**config.mk**
```make
export PLATFORM = sky130hd
export DESIGN_NAME = reg_host_bridge_flat
export DESIGN_NICKNAME = d
export VERILOG_FILES = /design/src/rtl/reg_host_bridge_pkg.sv /design/src/rtl/reg_host_bridge_if.sv /design/src/rtl/reg_host_bridge_frame_timeout.sv /design/src/rtl/reg_host_bridge.sv /design/src/flat_wrapper.sv
export SDC_FILE = /design/constraint.sdc
export NUM_CORES = 1
export LEC_CHECK = 0
export ABC_AREA = 1
export ABC_CLOCK_PERIOD_IN_PS = 2100
export CAP_MARGIN = 40
export CORE_MARGIN = 2
export CORE_UTILIZATION = 30
export CTS_CLUSTER_SIZE = 28
export DETAILED_ROUTE_END_ITERATION = 10
export PLACE_DENSITY = 0.62
export SYNTH_ARGS = -nofsm -noshare
export SYNTH_HDL_FRONTEND = slang
export SYNTH_SLANG_ARGS = --single-unit
export TNS_END_PERCENT = 1
```
**constraint.sdc**
```tcl
create_clock -name clk_in -period 2.1 [get_ports clk_in]
set_input_delay 0.315 -clock clk_in [delete_from_list [all_inputs] [get_ports clk_in]]
set_output_delay 0.315 -clock clk_in [all_outputs]
set_load 0.02 [all_outputs]
```
**src/rtl/reg_host_bridge_pkg.sv**
```systemverilog
// Shared definitions for the UART-to-register-file command bridge:
// register indices, command byte layout, FSM states and the read-only check.
package reg_host_bridge_pkg;

   typedef enum logic [3:0] {
      REG_P         = 4'd0,
      REG_I         = 4'd1,
      REG_D         = 4'd2,
      REG_SP        = 4'd3,
      REG_OFF       = 4'd4,
      REG_I_UP      = 4'd5,
      REG_I_LOW     = 4'd6,
      REG_FLAGS     = 4'd7,
      REG_PID_O_VAL = 4'd8,
      REG_S_I       = 4'd13,
      REG_PID_O     = 4'd14,
      REG_PWM_O     = 4'd15
   } reg_idx_e;

   localparam int unsigned CMD_W_BIT   = 7;
   localparam int unsigned CMD_RSV_MSB = 6;
   localparam int unsigned CMD_RSV_LSB = 4;
   localparam int unsigned CMD_IDX_MSB = 3;

   typedef enum logic [3:0] {
      IDLE, WR_HI, WR_LO, WR_COMMIT, RD_WAIT, RD_CAP,
      TX_HI, TX_LO, TX_ACK, TX_NAK
   } state_e;

   // Sensor, PID output and PWM output are owned by the controller.
   function automatic logic is_read_only(input logic [3:0] idx);
      return (idx == REG_S_I) || (idx == REG_PID_O) || (idx == REG_PWM_O);
   endfunction

endpackage

```
**src/rtl/reg_host_bridge_if.sv**
```systemverilog
// UART byte streams and register-file ports of the command bridge.
// slave = bridge side, master = UART pair / register file side.
interface reg_host_bridge_if;
   logic [7:0]  rx_data_i;
   logic        rx_valid_i;
   logic [7:0]  tx_data_o;
   logic        tx_valid_o;
   logic        tx_ready_i;
   logic        write_enable_o;
   logic [7:0]  w_addr_o;
   logic [15:0] w_data_o;
   logic [7:0]  r_addr_o;
   logic [15:0] r_data_i;
   logic        overrun_o;
   logic        busy_o;

   modport slave (
      input  rx_data_i, rx_valid_i, tx_ready_i, r_data_i,
      output tx_data_o, tx_valid_o, write_enable_o, w_addr_o, w_data_o,
             r_addr_o, overrun_o, busy_o
   );

   modport master (
      output rx_data_i, rx_valid_i, tx_ready_i, r_data_i,
      input  tx_data_o, tx_valid_o, write_enable_o, w_addr_o, w_data_o,
             r_addr_o, overrun_o, busy_o
   );
endinterface

```
**src/rtl/reg_host_bridge_frame_timeout.sv**
```systemverilog
// Inter-byte timeout down-counter for a partial write frame.
// Present only when BRIDGE_TIMEOUT_EN is defined.
`ifdef BRIDGE_TIMEOUT_EN
module frame_timeout #(
   parameter int unsigned TIMEOUT_CYCLES = 1000000
)(
   input  logic i_clk,
   input  logic i_rst,
   input  logic i_clear,
   input  logic i_run,
   output logic o_expire
);
   localparam int unsigned   CW   = (TIMEOUT_CYCLES > 1) ? $clog2(TIMEOUT_CYCLES) : 1;
   localparam logic [CW-1:0] LOAD = CW'(TIMEOUT_CYCLES - 1);

   logic [CW-1:0] r_cnt;

   // Loaded with N-1 so expiry lands on the N-th idle cycle.
   always_ff @(posedge i_clk or posedge i_rst) begin
      if (i_rst) begin
         r_cnt <= LOAD;
      end else if (i_clear) begin
         r_cnt <= LOAD;
      end else if (i_run && (r_cnt != '0)) begin
         r_cnt <= r_cnt - CW'(1);
      end
   end

   assign o_expire = i_run && (r_cnt == '0);
endmodule
`endif

```
**src/rtl/reg_host_bridge.sv**
```systemverilog
// Decodes UART command bytes into register-file writes/reads and returns ACK/NAK
// or read data. Optional inter-byte timeout under BRIDGE_TIMEOUT_EN.
module reg_host_bridge
   import reg_host_bridge_pkg::*;
#(
   parameter logic [7:0] ACK_BYTE = 8'h06,
   parameter logic [7:0] NAK_BYTE = 8'h15
`ifdef BRIDGE_TIMEOUT_EN
   , parameter int unsigned TIMEOUT_CYCLES = 1000000
`endif
)(
   input  logic             clk_in,
   input  logic             reset,
   reg_host_bridge_if.slave bus
);
   state_e      r_state, w_next;
   logic [3:0]  r_idx;
   logic [7:0]  r_hi;
   logic [15:0] r_shadow;
   logic [7:0]  r_w_addr;
   logic [15:0] r_w_data;
   logic [7:0]  r_r_addr;
   logic        r_overrun;

   logic        w_rx, w_rx_write, w_rx_rsv_bad, w_waiting, w_drop, w_expire;
   logic [3:0]  w_rx_idx;

   assign w_rx         = bus.rx_valid_i;
   assign w_rx_write   = bus.rx_data_i[CMD_W_BIT];
   assign w_rx_rsv_bad = |bus.rx_data_i[CMD_RSV_MSB:CMD_RSV_LSB];
   assign w_rx_idx     = bus.rx_data_i[CMD_IDX_MSB:0];
   assign w_waiting    = (r_state == WR_HI) || (r_state == WR_LO);
   assign w_drop       = w_rx && !w_waiting && (r_state != IDLE);

`ifdef BRIDGE_TIMEOUT_EN
   frame_timeout #(.TIMEOUT_CYCLES(TIMEOUT_CYCLES)) u_frame_timeout (
      .i_clk   (clk_in),
      .i_rst   (reset),
      .i_clear (!w_waiting || w_rx),
      .i_run   (w_waiting && !w_rx),
      .o_expire(w_expire)
   );
`else
   assign w_expire = 1'b0;
`endif

   always_ff @(posedge clk_in or posedge reset) begin
      if (reset) r_state <= IDLE;
      else       r_state <= w_next;
   end

   always_comb begin
      w_next = r_state;
      case (r_state)
         IDLE: if (w_rx) begin
            if (w_rx_rsv_bad)    w_next = TX_NAK;
            else if (w_rx_write) w_next = WR_HI;
            else                 w_next = RD_WAIT;
         end
         WR_HI: if (w_rx) w_next = WR_LO;
                else if (w_expire) w_next = IDLE;
         WR_LO: if (w_rx) w_next = is_read_only(r_idx) ? TX_NAK : WR_COMMIT;
                else if (w_expire) w_next = IDLE;
         WR_COMMIT: w_next = TX_ACK;
         RD_WAIT:   w_next = RD_CAP;
         RD_CAP:    w_next = TX_HI;
         TX_HI:     if (bus.tx_ready_i) w_next = TX_LO;
         TX_LO, TX_ACK, TX_NAK: if (bus.tx_ready_i) w_next = IDLE;
         default:   w_next = IDLE;
      endcase
   end

   // Write address/data are only loaded for a committing write so they hold otherwise.
   always_ff @(posedge clk_in or posedge reset) begin
      if (reset) begin
         r_idx     <= '0;
         r_hi      <= '0;
         r_shadow  <= '0;
         r_w_addr  <= '0;
         r_w_data  <= '0;
         r_r_addr  <= '0;
         r_overrun <= 1'b0;
      end else begin
         if (w_drop) r_overrun <= 1'b1;
         case (r_state)
            IDLE: if (w_rx) begin
               r_idx <= w_rx_idx;
               if (!w_rx_write && !w_rx_rsv_bad) r_r_addr <= {4'h0, w_rx_idx};
            end
            WR_HI: if (w_rx) r_hi <= bus.rx_data_i;
            WR_LO: if (w_rx && !is_read_only(r_idx)) begin
               r_w_addr <= {4'h0, r_idx};
               r_w_data <= {r_hi, bus.rx_data_i};
            end
            RD_CAP:  r_shadow <= bus.r_data_i;
            default: ;
         endcase
      end
   end

   always_comb begin
      bus.tx_data_o = '0;
      case (r_state)
         TX_HI:   bus.tx_data_o = r_shadow[15:8];
         TX_LO:   bus.tx_data_o = r_shadow[7:0];
         TX_ACK:  bus.tx_data_o = ACK_BYTE;
         TX_NAK:  bus.tx_data_o = NAK_BYTE;
         default: bus.tx_data_o = '0;
      endcase
   end

   assign bus.tx_valid_o     = (r_state == TX_HI) || (r_state == TX_LO) ||
                               (r_state == TX_ACK) || (r_state == TX_NAK);
   assign bus.write_enable_o = (r_state == WR_COMMIT);
   assign bus.w_addr_o       = r_w_addr;
   assign bus.w_data_o       = r_w_data;
   assign bus.r_addr_o       = r_r_addr;
   assign bus.overrun_o      = r_overrun;
   assign bus.busy_o         = (r_state != IDLE);
endmodule

```
**src/flat_wrapper.sv**
```systemverilog
// flat-port wrapper written by rule: the top's interface ports become plain ports
module reg_host_bridge_flat import reg_host_bridge_pkg::*;
#(
   parameter logic [7:0] ACK_BYTE = 8'h06,
   parameter logic [7:0] NAK_BYTE = 8'h15

)
  (clk_in, reset, bus_rx_data_i, bus_rx_valid_i, bus_tx_ready_i, bus_r_data_i, bus_tx_data_o, bus_tx_valid_o, bus_write_enable_o, bus_w_addr_o, bus_w_data_o, bus_r_addr_o, bus_overrun_o, bus_busy_o);
  reg_host_bridge_if bus_i ();
  input  logic clk_in;
  input  logic reset;
  input wire logic [$bits(bus_i.rx_data_i)-1:0] bus_rx_data_i;
  input wire logic [$bits(bus_i.rx_valid_i)-1:0] bus_rx_valid_i;
  input wire logic [$bits(bus_i.tx_ready_i)-1:0] bus_tx_ready_i;
  input wire logic [$bits(bus_i.r_data_i)-1:0] bus_r_data_i;
  output wire logic [$bits(bus_i.tx_data_o)-1:0] bus_tx_data_o;
  output wire logic [$bits(bus_i.tx_valid_o)-1:0] bus_tx_valid_o;
  output wire logic [$bits(bus_i.write_enable_o)-1:0] bus_write_enable_o;
  output wire logic [$bits(bus_i.w_addr_o)-1:0] bus_w_addr_o;
  output wire logic [$bits(bus_i.w_data_o)-1:0] bus_w_data_o;
  output wire logic [$bits(bus_i.r_addr_o)-1:0] bus_r_addr_o;
  output wire logic [$bits(bus_i.overrun_o)-1:0] bus_overrun_o;
  output wire logic [$bits(bus_i.busy_o)-1:0] bus_busy_o;
  assign bus_i.rx_data_i = bus_rx_data_i;
  assign bus_i.rx_valid_i = bus_rx_valid_i;
  assign bus_i.tx_ready_i = bus_tx_ready_i;
  assign bus_i.r_data_i = bus_r_data_i;
  assign bus_tx_data_o = bus_i.tx_data_o;
  assign bus_tx_valid_o = bus_i.tx_valid_o;
  assign bus_write_enable_o = bus_i.write_enable_o;
  assign bus_w_addr_o = bus_i.w_addr_o;
  assign bus_w_data_o = bus_i.w_data_o;
  assign bus_r_addr_o = bus_i.r_addr_o;
  assign bus_overrun_o = bus_i.overrun_o;
  assign bus_busy_o = bus_i.busy_o;
  reg_host_bridge #(.ACK_BYTE(ACK_BYTE), .NAK_BYTE(NAK_BYTE)) u_core (.clk_in(clk_in), .reset(reset), .bus(bus_i));
endmodule
```
==> flow_metrics.tcl <==
set metrics [dict create \
    die_area_sq_um 9350 \
    setup.worst_path.end "bus_tx_data_o[7]" \
    clk_pin_slew_ns 0.07 \
    dr.first_iter.drc_count 82 \
    r2r.worst_path.cells 7 \
    postCtsSetupBuffers 0 \
    dr.pass1.iters 4 \
    synth_seq_cells 57 \
    grt_overflow 0 \
    final_util 0.423 \
    clk_latency_ns 0.33 \
    port_buffers 63 \
    hold_viol_final 0 \
    clock-sinks 57 \
    ir_drop_mv 0.502 \
    max_stage_delay_ns 0.42 \
    start_util 0.312 \
    fin_nets 411 \
    critPathLaunch "u_core.r_state[0]$_DFFE_PP0P_" \
    ios 72 \
    drc 0 \
    ff2ff_setup_slack_ns 0.51 \
    hold_path.class "input port to async pin" \
    antenna_found_initial 0 \
    layout_setup_ws_ns 0.126 \
    wl_mm 5.90 \
    rr_endpoint "u_core.bus.w_data_o[6]$_DFFE_PP0P_" \
    ant_nets 0 \
    syn_area_per_cell_sq_um 8.37 \
    post_drt_wl_per_cell_um 12.0 \
    setup_tns_ns 0 \
    final_cell_mix "109 x nand2_1, 56 x dfrtp_1, 52 x clkdlybuf4s50_1" \
    grt_pass1_vias 2142 \
    max-slew-margin-rel 0.615 \
    area_growth_pct 35.5 \
    timing.rr.start "u_core.r_state[2]$_DFFE_PP0P_" \
    worstSetupPathType "flip-flop to output pin" \
    hpwlAfterDp_mm 4.31 \
    crit_chain "inv_1 -> nand2_1 -> nor2_4 -> buf_4 -> a22o_1 -> clkdlybuf4s15_1" \
    fin_crit_sh 0.940 \
    seq_area_frac_synth 0.553 \
    root_buffer "clkbuf_8" \
    drv_slew 0 \
    finClkSkew_ns 0.00754 \
    yosysUniqueCellTypes 22 \
    path_max_fanout 5 \
    leakagePower_nw 1.75 \
    cts_made_buffers 9 \
    drv_cap 0 \
    powerDensity_nw_per_um2 1410 \
    grt_first_pass_wirelength_mm 10.1 \
    htreeDepth 3 \
    syn-cell-area_sq_um 2580 \
    gp_congestion 0.827 \
    syn_inst 308 \
    max_freq_mhz 507 \
    chipWidth_um 96.7 \
    grt_max_degree 37 \
    diodes 0 \
    crit_path_end_kind "output pin" \
    period_minus_slack_ns 1.97 \
    slowest_stage "dfrtp_1" \
    setup_viol 0 \
    power.total_w 0.00492 \
    ctsLongestPathBuffers 2 \
    yosysWarnings 0 \
    die_h_um 96.7 \
    rsz0062_at_grt "true" \
    vias_per_cell 4.40 \
    core_area_sq_um 8260 \
    std_cell_rows 33 \
    cp.arrival_ns 1.66 \
    cp-start-kind "flip-flop" \
    worstPathRequired_ns 1.78 \
    outcome "completed" \
    vias 2167 \
    drive_gt1_frac 0.121 \
    pre_cts_slack_ns 0.158 \
    hold_buffers 0 \
    final_common_cell "nand2_1" \
    gr-usage-all-layers 0.134 \
    cts_tree "done" \
    tightest_slew_ns 0.575 \
]
[through the flow]
step | hold slack [ns] | cells | cell area [sq um]
final | 0.328 | 492 | 3490
after global routing | 0.354 | 492 | 3490
after CTS | 0.330 | 492 | 3500
after detailed placement | 0.452 | 477 | 3340
after global placement | 0.444 | 477 | 3340
after floorplan | 0.436 | 315 | 2600
[repair_timing]
| action | CTS | global route |
|---|---|---|
| endpoints found under the setup margin | 10 | 9 |
| resized for setup | 10 | 17 |
| endpoints found under the hold margin | 0 | 0 |
[routing by layer]
metal,GRT usage,routed length [um],up-vias
met2,0.216,2820,69
met1,0.162,2560,988
met5,0,0,-
met4,0.0379,73,0
met3,0.0607,439,7
li1,-,-,1103
[layout make-up]
cell class | instances | area [sq um]
fill | 859 | 4760
tap | 105 | 131
clock buffer | 10 | 138
sequential | 57 | 1430
timing repair buffer | 73 | 697
multi-input combinational | 212 | 955
inverter | 30 | 113
clock inverter | 5 | 32.5
[critical path: cells and delay by family, from the launching register on]
family / cells / cell delay [ns]
buffers and inverters: 3 / 0.52
and+or+nand+nor: 2 / 0.24
AOI/OAI and AO/OA: 1 / 0.14
DFF: 1 / 0.42
[how the worst min path moves through the flow]
| stage | start | endpoint |
|---|---|---|
| 5_1_grt | reset | u_core.r_shadow[6]$_DFFE_PP0P_ |
| 3_3_place_gp | u_core.bus.overrun_o$_DFFE_PP0P_ | u_core.bus.overrun_o$_DFFE_PP0P_ |
| 2_1_floorplan | bus_rx_data_i[0] | u_core.r_idx[0]$_DFFE_PP0N_ |
| 3_5_place_dp | u_core.bus.overrun_o$_DFFE_PP0P_ | u_core.bus.overrun_o$_DFFE_PP0P_ |
| 6_report | reset | u_core.r_shadow[15]$_DFFE_PP0P_ |
| 4_1_cts | reset | u_core.r_shadow[6]$_DFFE_PP0P_ |
[logic make-up after synthesis]
family          count (synthesis)  synth area share
flops                          57             0.553
buf+inv                        46            0.0883
simple gates                  165             0.277
compound gates                 39            0.0796
other cells                     1           0.00145
[Yosys cell counts, drive strengths merged]
library cell	number	area (sq um)
inv	30	113
a21oi	4	23.8
a22o	1	8.76
conb	1	3.75
o21ai	33	165
nand3	32	165
a21o	1	7.51
buf	16	115
nand2	114	450
dfrtp	57	1430
nor2	19	98.8
[flip-flops by register name, summed over array words and instances (netlist names)]
name / flops
u_core.bus.overrun_o: 1
u_core.bus.r_addr_o: 4
u_core.bus.w_addr_o: 4
u_core.bus.w_data_o: 16
u_core.r_hi: 8
u_core.r_idx: 4
u_core.r_shadow: 16
u_core.r_state: 4
[where the power goes]
part / internal, W / total (W) / switching, W
registers: 0.00159 / 0.00186 / 0.000274
logic: 0.000887 / 0.00218 / 0.00129
clock network: 0.000448 / 0.000874 / 0.000426
total: 0.00292 / 0.00492 / 0.00199
(Power assumes the default switching activity.)
